==> config.mk <==
export PLATFORM = sky130hd
export DESIGN_NAME = cpu_bus_arbiter
export DESIGN_NICKNAME = d
export VERILOG_FILES = /design/src/rtl/cpu_bus_pkg.sv /design/src/rtl/cpu_bus_arbiter_rr_priority_pick.sv /design/src/rtl/cpu_bus_arbiter.sv
export SDC_FILE = /design/constraint.sdc
export NUM_CORES = 1
export LEC_CHECK = 0
export ABC_AREA = 1
export ABC_CLOCK_PERIOD_IN_PS = 5900
export CORE_AREA = 2 2 136 138
export CTS_CLUSTER_DIAMETER = 80
export DETAILED_ROUTE_END_ITERATION = 16
export DIE_AREA = 0 0 138 140
export DONT_BUFFER_PORTS = 1
export GPL_TIMING_DRIVEN = 0
export PLACE_DENSITY = 0.31
export SKIP_CTS_REPAIR_TIMING = 1
export SYNTH_ARGS = -nofsm -noshare
export SYNTH_HDL_FRONTEND = slang
export SYNTH_SLANG_ARGS = --single-unit
==> constraint.sdc <==
create_clock -name clk -period 5.9 [get_ports clk]
set_input_delay 0.885 -clock clk [delete_from_list [all_inputs] [get_ports clk]]
set_output_delay 0.885 -clock clk [all_outputs]
set_load 0.02 [all_outputs]
==> src/rtl/cpu_bus_pkg.sv <==
// cpu_bus_pkg: shared bus address map, master limit and arbiter state encoding
package cpu_bus_pkg;
    localparam int MAX_MASTERS = 4;
    localparam logic [31:0] BIOS_BASE    = 32'hbfc0_0000;
    localparam logic [31:0] BIOS_MASK    = 32'hfff0_0000;
    localparam logic [31:0] CVRAM_BASE   = 32'h8000_0000;
    localparam logic [31:0] CVRAM_MASK   = 32'hffff_f000;
    localparam logic [31:0] GVRAM_BASE   = 32'h8010_0000;
    localparam logic [31:0] GVRAM_MASK   = 32'hfff0_0000;
    localparam logic [31:0] GPIO_BASE    = 32'h9000_0000;
    localparam logic [31:0] GPIO_MASK    = 32'hffff_ff00;
    localparam logic [31:0] SD_CTRL_BASE = 32'h9000_1000;
    localparam logic [31:0] SD_CTRL_MASK = 32'hffff_ff00;
    localparam logic [31:0] SD_DATA_BASE = 32'h9000_2000;
    localparam logic [31:0] SD_DATA_MASK = 32'hffff_f000;
    typedef enum logic {ARB_IDLE = 1'b0, ARB_LOCKED = 1'b1} arb_state_t;
endpackage

==> src/rtl/cpu_bus_arbiter_rr_priority_pick.sv <==
// rr_priority_pick: first set request at or after ptr (mod N) as one-hot grant plus index
module rr_priority_pick #(
    parameter int N  = 3,
    parameter int IW = $clog2(N)
) (
    input  logic [N-1:0]  req,
    input  logic [IW-1:0] ptr,
    output logic [N-1:0]  gnt,
    output logic [IW-1:0] idx
);
    always_comb begin
        gnt = '0;
        idx = '0;
        for (int k = N - 1; k >= 0; k--) begin
            if (req[(int'(ptr) + k) % N]) begin
                gnt = N'(1) << ((int'(ptr) + k) % N);
                idx = IW'((int'(ptr) + k) % N);
            end
        end
    end
endmodule

==> src/rtl/cpu_bus_arbiter.sv <==
// cpu_bus_arbiter: round-robin bus arbiter with burst lock, forced release and read-return routing
module cpu_bus_arbiter
    import cpu_bus_pkg::*;
#(
    parameter int NUM_MASTERS = 3,
    parameter int MAX_HOLD    = 16
) (
    input  logic                      clk,
    input  logic                      rst,
    input  logic [NUM_MASTERS-1:0]    m_req,
    input  logic [NUM_MASTERS-1:0]    m_lock,
    input  logic [NUM_MASTERS*32-1:0] m_addr,
    input  logic [NUM_MASTERS-1:0]    m_we,
    input  logic [NUM_MASTERS*32-1:0] m_wdata,
    input  logic [NUM_MASTERS*4-1:0]  m_wmask,
    output logic [NUM_MASTERS-1:0]    m_gnt,
    output logic [NUM_MASTERS-1:0]    m_rvalid,
    output logic [31:0]               m_rdata,
    output logic [31:0]               addrBus,
    output logic                      masterEN,
    output logic                      weBus,
    output logic [31:0]               wdataBus,
    output logic [3:0]                wmaskBus,
    input  logic [31:0]               dataToCPU
);
    localparam int IW = $clog2(NUM_MASTERS);
    localparam int HW = $clog2(MAX_HOLD) + 1;
    arb_state_t state_q, state_d;
    logic [IW-1:0] rr_ptr_q, rr_ptr_d, owner_q, owner_d, rd_idx_q, rd_idx_d, gidx, start;
    logic [HW-1:0] hold_cnt_q, hold_cnt_d, hold_inc;
    logic rd_pend_q, rd_pend_d;
    logic [NUM_MASTERS-1:0] elig;
    rr_priority_pick #(.N(NUM_MASTERS), .IW(IW)) u_pick (
        .req(elig),
        .ptr(start),
        .gnt(m_gnt),
        .idx(gidx)
    );
    always_comb begin
        elig = state_q == ARB_LOCKED ? m_req & (NUM_MASTERS'(1) << owner_q) : m_req;
        start = state_q == ARB_LOCKED ? owner_q : rr_ptr_q;
        masterEN = |m_gnt;
        addrBus = masterEN ? m_addr[32*gidx +: 32] : '0;
        wdataBus = masterEN ? m_wdata[32*gidx +: 32] : '0;
        wmaskBus = masterEN ? m_wmask[4*gidx +: 4] : '0;
        weBus = masterEN & m_we[gidx];
        m_rvalid = rd_pend_q ? NUM_MASTERS'(1) << rd_idx_q : '0;
        m_rdata = rd_pend_q ? dataToCPU : '0;
        rd_pend_d = masterEN & ~m_we[gidx];
        rd_idx_d = gidx;
        rr_ptr_d = !masterEN ? rr_ptr_q : gidx == IW'(NUM_MASTERS - 1) ? '0 : gidx + IW'(1);
        hold_inc = hold_cnt_q + HW'(1);
        state_d = state_q;
        owner_d = owner_q;
        hold_cnt_d = hold_cnt_q;
        if (state_q == ARB_IDLE) begin
            if (masterEN && m_lock[gidx]) begin
                state_d = ARB_LOCKED;
                owner_d = gidx;
                hold_cnt_d = HW'(1);
            end
        end else if (!masterEN) begin
            state_d = ARB_IDLE;
        end else begin
            hold_cnt_d = hold_inc;
            state_d = (!m_lock[owner_q] || hold_inc == HW'(MAX_HOLD)) ? ARB_IDLE : ARB_LOCKED;
        end
    end
    always_ff @(posedge clk or posedge rst) begin
        if (rst) begin
            state_q <= ARB_IDLE;
            rr_ptr_q <= '0;
            owner_q <= '0;
            hold_cnt_q <= '0;
            rd_pend_q <= 1'b0;
            rd_idx_q <= '0;
        end else begin
            state_q <= state_d;
            rr_ptr_q <= rr_ptr_d;
            owner_q <= owner_d;
            hold_cnt_q <= hold_cnt_d;
            rd_pend_q <= rd_pend_d;
            rd_idx_q <= rd_idx_d;
        end
    end
endmodule

# Yosys cells after proc, flatten, opt, wreduce, memory -nomap -nowiden
# Index checks and enable logic that the tools add are counted.
totals:
  ff_bits: 13
  latchBits: 0
  mem_bits_rw: 0
  rom_bits: 0
  inputBits: 247
  out_inout_bits: 108
  wordCells: 77
  n_memories: 0
classes:
  n_addsub: 4
  n_mul: 0
  div_mod_pow: 3
  order_cmp: 5
  n_eq_ne: 3
  shift: 8
  muxes: 36
  bitwise: 5
  reduce_logical: 7
op_table:
  columns: ["operator", "count"]
  rows:
  - ["$shiftx 96x8->32", 2]
  - ["$lt 32x4->1 const B", 3]
  - ["$mux 32", 3]
  - ["$shl 1x32->3 const A", 3]
  - ["$mod 32x3->32 const B", 2]
  - ["$mod 3x3->32 const B", 1]
  - ["$mux 3", 5]
  - ["$mux 5", 3]
  - ["$mux 1", 13]
  - ["$bmux 1 s2", 6]
  - ["$shiftx 12x5->4", 1]
  - ["$mux 2", 5]
  - ["$lt 2x3->1 const B", 2]
  - ["$shl 1x2->3 const A", 2]
  - ["$add 5x1->5 const B", 1]
  - ["$eq 5x5->1 const B", 1]
  - ["$mux 4", 1]
  - ["$reduce_and 2->1", 2]
  - ["$add 2x1->3 const B", 1]
  - ["$add 2x2->3 const B", 1]
  - ["$and 3x3->3", 1]
  - ["$reduce_or 3->1", 1]
  - ["$add 2x1->2 const B", 1]
  - ["$and 1x1->1", 2]
  - ["other kinds (7)", 8]

# Depth between registers and ports, before layout
depth:
  word_depth: 14
  mapped_depth: 20

# Modules after synthesis
# A second synthesis with hierarchy kept.
hier_totals:
  cells_unflattened: 668
  area_unflattened_um2: 3036.7
modules_own_cells:
  columns: ["mod", "instances", "cells_per_inst", "area_each_um2", "seq_area_each_um2"]
  rows:
  - ["cpu_bus_arbiter", 1, 613, 2772.7, 325.3]
  - ["rr_priority_pick", 1, 55, 264.0, 0.0]

# Worst setup path before layout
# OpenSTA, ideal clock, no wires.
synth_timing:
  kind: "reg2out"
  start: "register state_q"
  end: "output addrBus[10]"
  arrival_ns: 2.688
  required_ns: 5.015
  path_slack_ns: 2.327
  stages_incl_launch_ff: 15
  n_path_buf: 2
  path_cell_list: "dfrtp_1 o21ai_0 inv_1 ha_1 inv_1 nand4_1 nand2_1 nand2_1 nand3_1 nand3_2 o21ai_2 nor2_4 buf_6 buf_6 a31oi_1"
synth_between:
  elab_chain_cells: 11
  elab_cells_between_ends: 28
synth_rtl:
  columns: ["element", "line", "rtl"]
  rows:
  - ["start: declaration", "cpu_bus_arbiter.sv:28", "arb_state_t state_q, state_d;"]
  - ["start signal: assignment", "cpu_bus_arbiter.sv:78", "state_q <= state_d;"]
  - ["$mux 2", "cpu_bus_arbiter.sv:41", "start = state_q == ARB_LOCKED ? owner_q : rr_ptr_q;"]
  - ["$add 2x2->3", "cpu_bus_arbiter_rr_priority_pick.sv:15, cpu_bus_arbiter_rr_priority_pick.sv:16", null]
  - ["$mod 32x3->32", "cpu_bus_arbiter_rr_priority_pick.sv:15, cpu_bus_arbiter_rr_priority_pick.sv:16", null]
  - ["$bmux 1 s2", "cpu_bus_arbiter_rr_priority_pick.sv:15", "if (req[(int'(ptr) + k) % N]) begin"]
  - ["$mux 1 (implied by the code) (2 in series)", "cpu_bus_arbiter_rr_priority_pick.sv:15", null]
  - ["$mux 3 (2 in series)", "cpu_bus_arbiter_rr_priority_pick.sv:15", null]
  - ["$mux 3 (*)", "cpu_bus_arbiter_rr_priority_pick.sv:15", null]
  - ["net m_gnt[1]", "cpu_bus_arbiter.sv:16", "output logic [NUM_MASTERS-1:0] m_gnt,"]
  - ["$reduce_or 3->1 (*)", "cpu_bus_arbiter.sv:42", "masterEN = |m_gnt;"]
  - ["$mux 32 (*)", "cpu_bus_arbiter.sv:43", "addrBus = masterEN ? m_addr[32*gidx +: 32] : '0;"]
  - ["end: declaration", "cpu_bus_arbiter.sv:19", "output logic [31:0] addrBus,"]
# Mark *: on every way through the listed nets, which the timed path passes. The rest lies on a longest branch. The select of a mux whose other input is x is not followed.

# Worst setup path in the final report
layout_timing:
  start: "register state_q"
  end: "output wdataBus[30]"
layout_between:
  elab_chain_cells: 11
  elab_cells_between_ends: 28
layout_rtl:
  columns: ["element", "line", "rtl"]
  rows:
  - ["$mux 2", "cpu_bus_arbiter.sv:41", null]
  - ["$add 2x2->3", "cpu_bus_arbiter_rr_priority_pick.sv:15, cpu_bus_arbiter_rr_priority_pick.sv:16, cpu_bus_arbiter_rr_priority_pick.sv:17", null]
  - ["$mod 32x3->32", "cpu_bus_arbiter_rr_priority_pick.sv:15, cpu_bus_arbiter_rr_priority_pick.sv:16, cpu_bus_arbiter_rr_priority_pick.sv:17", null]
  - ["$bmux 1 s2", "cpu_bus_arbiter_rr_priority_pick.sv:15", null]
  - ["$mux 1 (implied by the code) (2 in series)", "cpu_bus_arbiter_rr_priority_pick.sv:15", null]
  - ["$mux 2 or $mux 3 (tied branches) (3 in series)", "cpu_bus_arbiter_rr_priority_pick.sv:15", null]
  - ["$shiftx 96x8->32 or $reduce_or 3->1 (tied branches)", "cpu_bus_arbiter.sv:44, cpu_bus_arbiter.sv:42", null]
  - ["$mux 32 (*)", "cpu_bus_arbiter.sv:44", "wdataBus = masterEN ? m_wdata[32*gidx +: 32] : '0;"]
  - ["end: declaration", "cpu_bus_arbiter.sv:22", "output logic [31:0] wdataBus,"]
# Mark *: on every way between the ends. The rest lies on a longest branch, timed or not. The select of a mux whose other input is x is not followed.

==> metrics.txt <==
clk_lat worst skew 0.24 ns; Core ar. 0.01778 mm²; Synth warnings 0; clk slew on worst S/H paths 0.05 ns; DP Cell Count 810; RR Startpoint state_q$_DFF_PP0_; Die Area 0.01932 mm²; die height 140 µm; Syn Area/Cell 4.947 µm²; final net count 839; Final Hold Viols 0; clk_skew 0.002070 ns; Netlist Area Pre-Place 0.002874 mm²; wire length per cell 20.14 µm; # DRC 0; share of cells above drive strength 1 0.08547; Core Rows 49; Mapped Nets 834; drt pass-1 iters 5; non-filler instance count after layout 815; status finished, final reports clean; CP max FO 10; Seq/Total Area, Yosys 0.1132; register-to-register setup slack 2.67 ns; setup TNS 0 ns; Critical Path Source Type register; Crit Path Class register to output pin; I/O Buffers 0; DP HPWL 14180 µm; Iter 0 DRT Violations 243; Slew HR 0.2824; Yosys reg bits 13; Critical Path AT 4.00 ns; number of global-route vias before repair 3890; initial core utilization 0.1616; CTS root buf clkbuf_16; CTS Buf Count 3; All-Layer GR Usage 0.1562; max-cap violation count 0; unrepaired setup endpoints after global routing false; Clock Path Buffers 2; Detailed Route WL 16420 µm; first-pass GRT wire length 23220 µm; DR vias/cell 4.790; largest net degree at the start of global routing 14; TritonCTS clock tree built; Synth top area share 0.4023; count leader, synth nand2_1; grt ovf 0; asr flop ratio synth 1.000; period utilization 0.8282; Sink Count 13; setup violators final 0; ANT nets after route 0; Synth area leaders nand2_1 40%, dfrtp_1 11%, inv_1 10%; num ports 355; Synth-to-Final Area Change 12.80%; fin crit period 4.887 ns; hold slack 0.4904 ns; Hold Crit Endpoint rr_ptr_q[1]$_DFFE_PP0P_; fmax 204.6 MHz; actual slew at the worst max-slew pin 1.071 ns; Filler cells 2109; Post-synth top flop dfrtp_1; CTS H-tree lvls 1; Yosys top cell by area nand2_1; post-synth cell types 26; gpl congestion 0.9172; worst reg-to-reg path cell count 17; hold crit path type register to register; via count 3904; Hold Crit Start rr_ptr_q[1]$_DFFE_PP0P_; endpoint type of the worst setup path output pin; EDFF count, synth 0; CP required 5.02 ns; DIE WIDTH 138 µm; hold depth 2; Mapped Cells 581; Slew Viols, Final 0; top cells by instance count after synthesis 308 x nand2_1, 77 x inv_1, 53 x nand3_1, 43 x a31oi_1, 20 x buf_2; antenna violations before repair 1; RR Endpoint rd_pend_q$_DFF_PP0_
[flip-flops by register name, indices dropped and copies added, names as in the netlist]
signal / cells
hold_cnt_q: 5
owner_q: 2
rd_idx_q: 2
rd_pend_q: 1
rr_ptr_q: 2
state_q: 1
[how the worst max path moves through the flow]
| stage | slack [ns] | start | end | depth (start not counted) |
|---|---|---|---|---|
| final | 1.01 | state_q$_DFF_PP0_ | wdataBus[30] | 16 |
| after global placement | 1.17 | state_q$_DFF_PP0_ | wdataBus[28] | 16 |
| after global routing | 0.66 | state_q$_DFF_PP0_ | wdataBus[30] | 16 |
| after floorplan | 2.33 | state_q$_DFF_PP0_ | addrBus[10] | 14 |
| after detailed placement | 1.19 | state_q$_DFF_PP0_ | wdataBus[30] | 16 |
| after CTS | 0.91 | state_q$_DFF_PP0_ | wdataBus[30] | 16 |
[cells in the final DEF, fill, tap and decap left out, types with 3 or more instances in the layout]
cell and n:
inv_2 5, nand2_1 308, buf_6 6, clkbuf_16 3, a31oi_1 43, o21ai_0 8, ha_1 6, nand3_1 53
clkbuf_1 7, nand2_2 6, nand4_1 4, nor2_1 6, buf_2 20, inv_1 77, dfrtp_1 13
[per-stage QoR]
step / util / cell area, µm² / setup slack, ns
floorplan: - / 2874 / 2.327
global placement: 0.1778 / 3161 / 1.169
detailed placement: 0.1778 / 3161 / 1.194
CTS: 0.1822 / 3239 / 0.9113
global route: 0.1823 / 3242 / 0.6597
finish: 0.1823 / 3242 / 1.013
[logic make-up (layout without fill, tap and decap cells)]
group | Yosys count | after routing | share of synthesized area
adders and majority gates | 6 | 6 | 0.02612
DFF | 13 | 13 | 0.1132
other | 0 | 1 | 0
AOI/OAI and AO/OA | 55 | 55 | 0.1158
and+or+nand+nor | 389 | 389 | 0.5599
buffers and inverters | 115 | 119 | 0.1759
xor gates and xnor gates | 3 | 3 | 0.009144
[critical path, stage by stage, from the launching register on]
cell	delay [ns]
dfrtp_1	0.51
nand2_1	0.19
o21ai_0	0.20
inv_1	0.12
ha_1	0.39
inv_1	0.21
nand4_1	0.14
nand2_1	0.09
nand2_1	0.09
o21ai_0	0.10
nand2_1	0.07
nand2_1	0.14
inv_2	0.14
nor2_4	0.21
buf_2	0.30
nand2_1	0.08
a31oi_1	0.76
[metal layers]
layer	wire (µm)	GRT usage	vias to the layer above	part of all wire
li1	-	-	1811	-
met1	5951	0.1655	1763	0.36
met2	8552	0.3002	290	0.52
met3	1282	0.03316	40	0.078
met4	631	0.06230	0	0.038
met5	0	0	-	0
[layout make-up]
cell class | count | area, µm² | share of cell area
Antenna cell | 1 | 2.502 | 0.0007719
Buffer | 33 | 197.7 | 0.06098
Clock buffer | 4 | 78.83 | 0.02431
Inverter | 82 | 307.8 | 0.09494
Multi-Input combinational cell | 453 | 2043 | 0.6303
Sequential cell | 13 | 325.3 | 0.1003
Tap cell | 229 | 286.5 | 0.08838
Power is not shown: default switching activity piles up to over one toggle a cycle in this logic, so the estimate is an artifact.
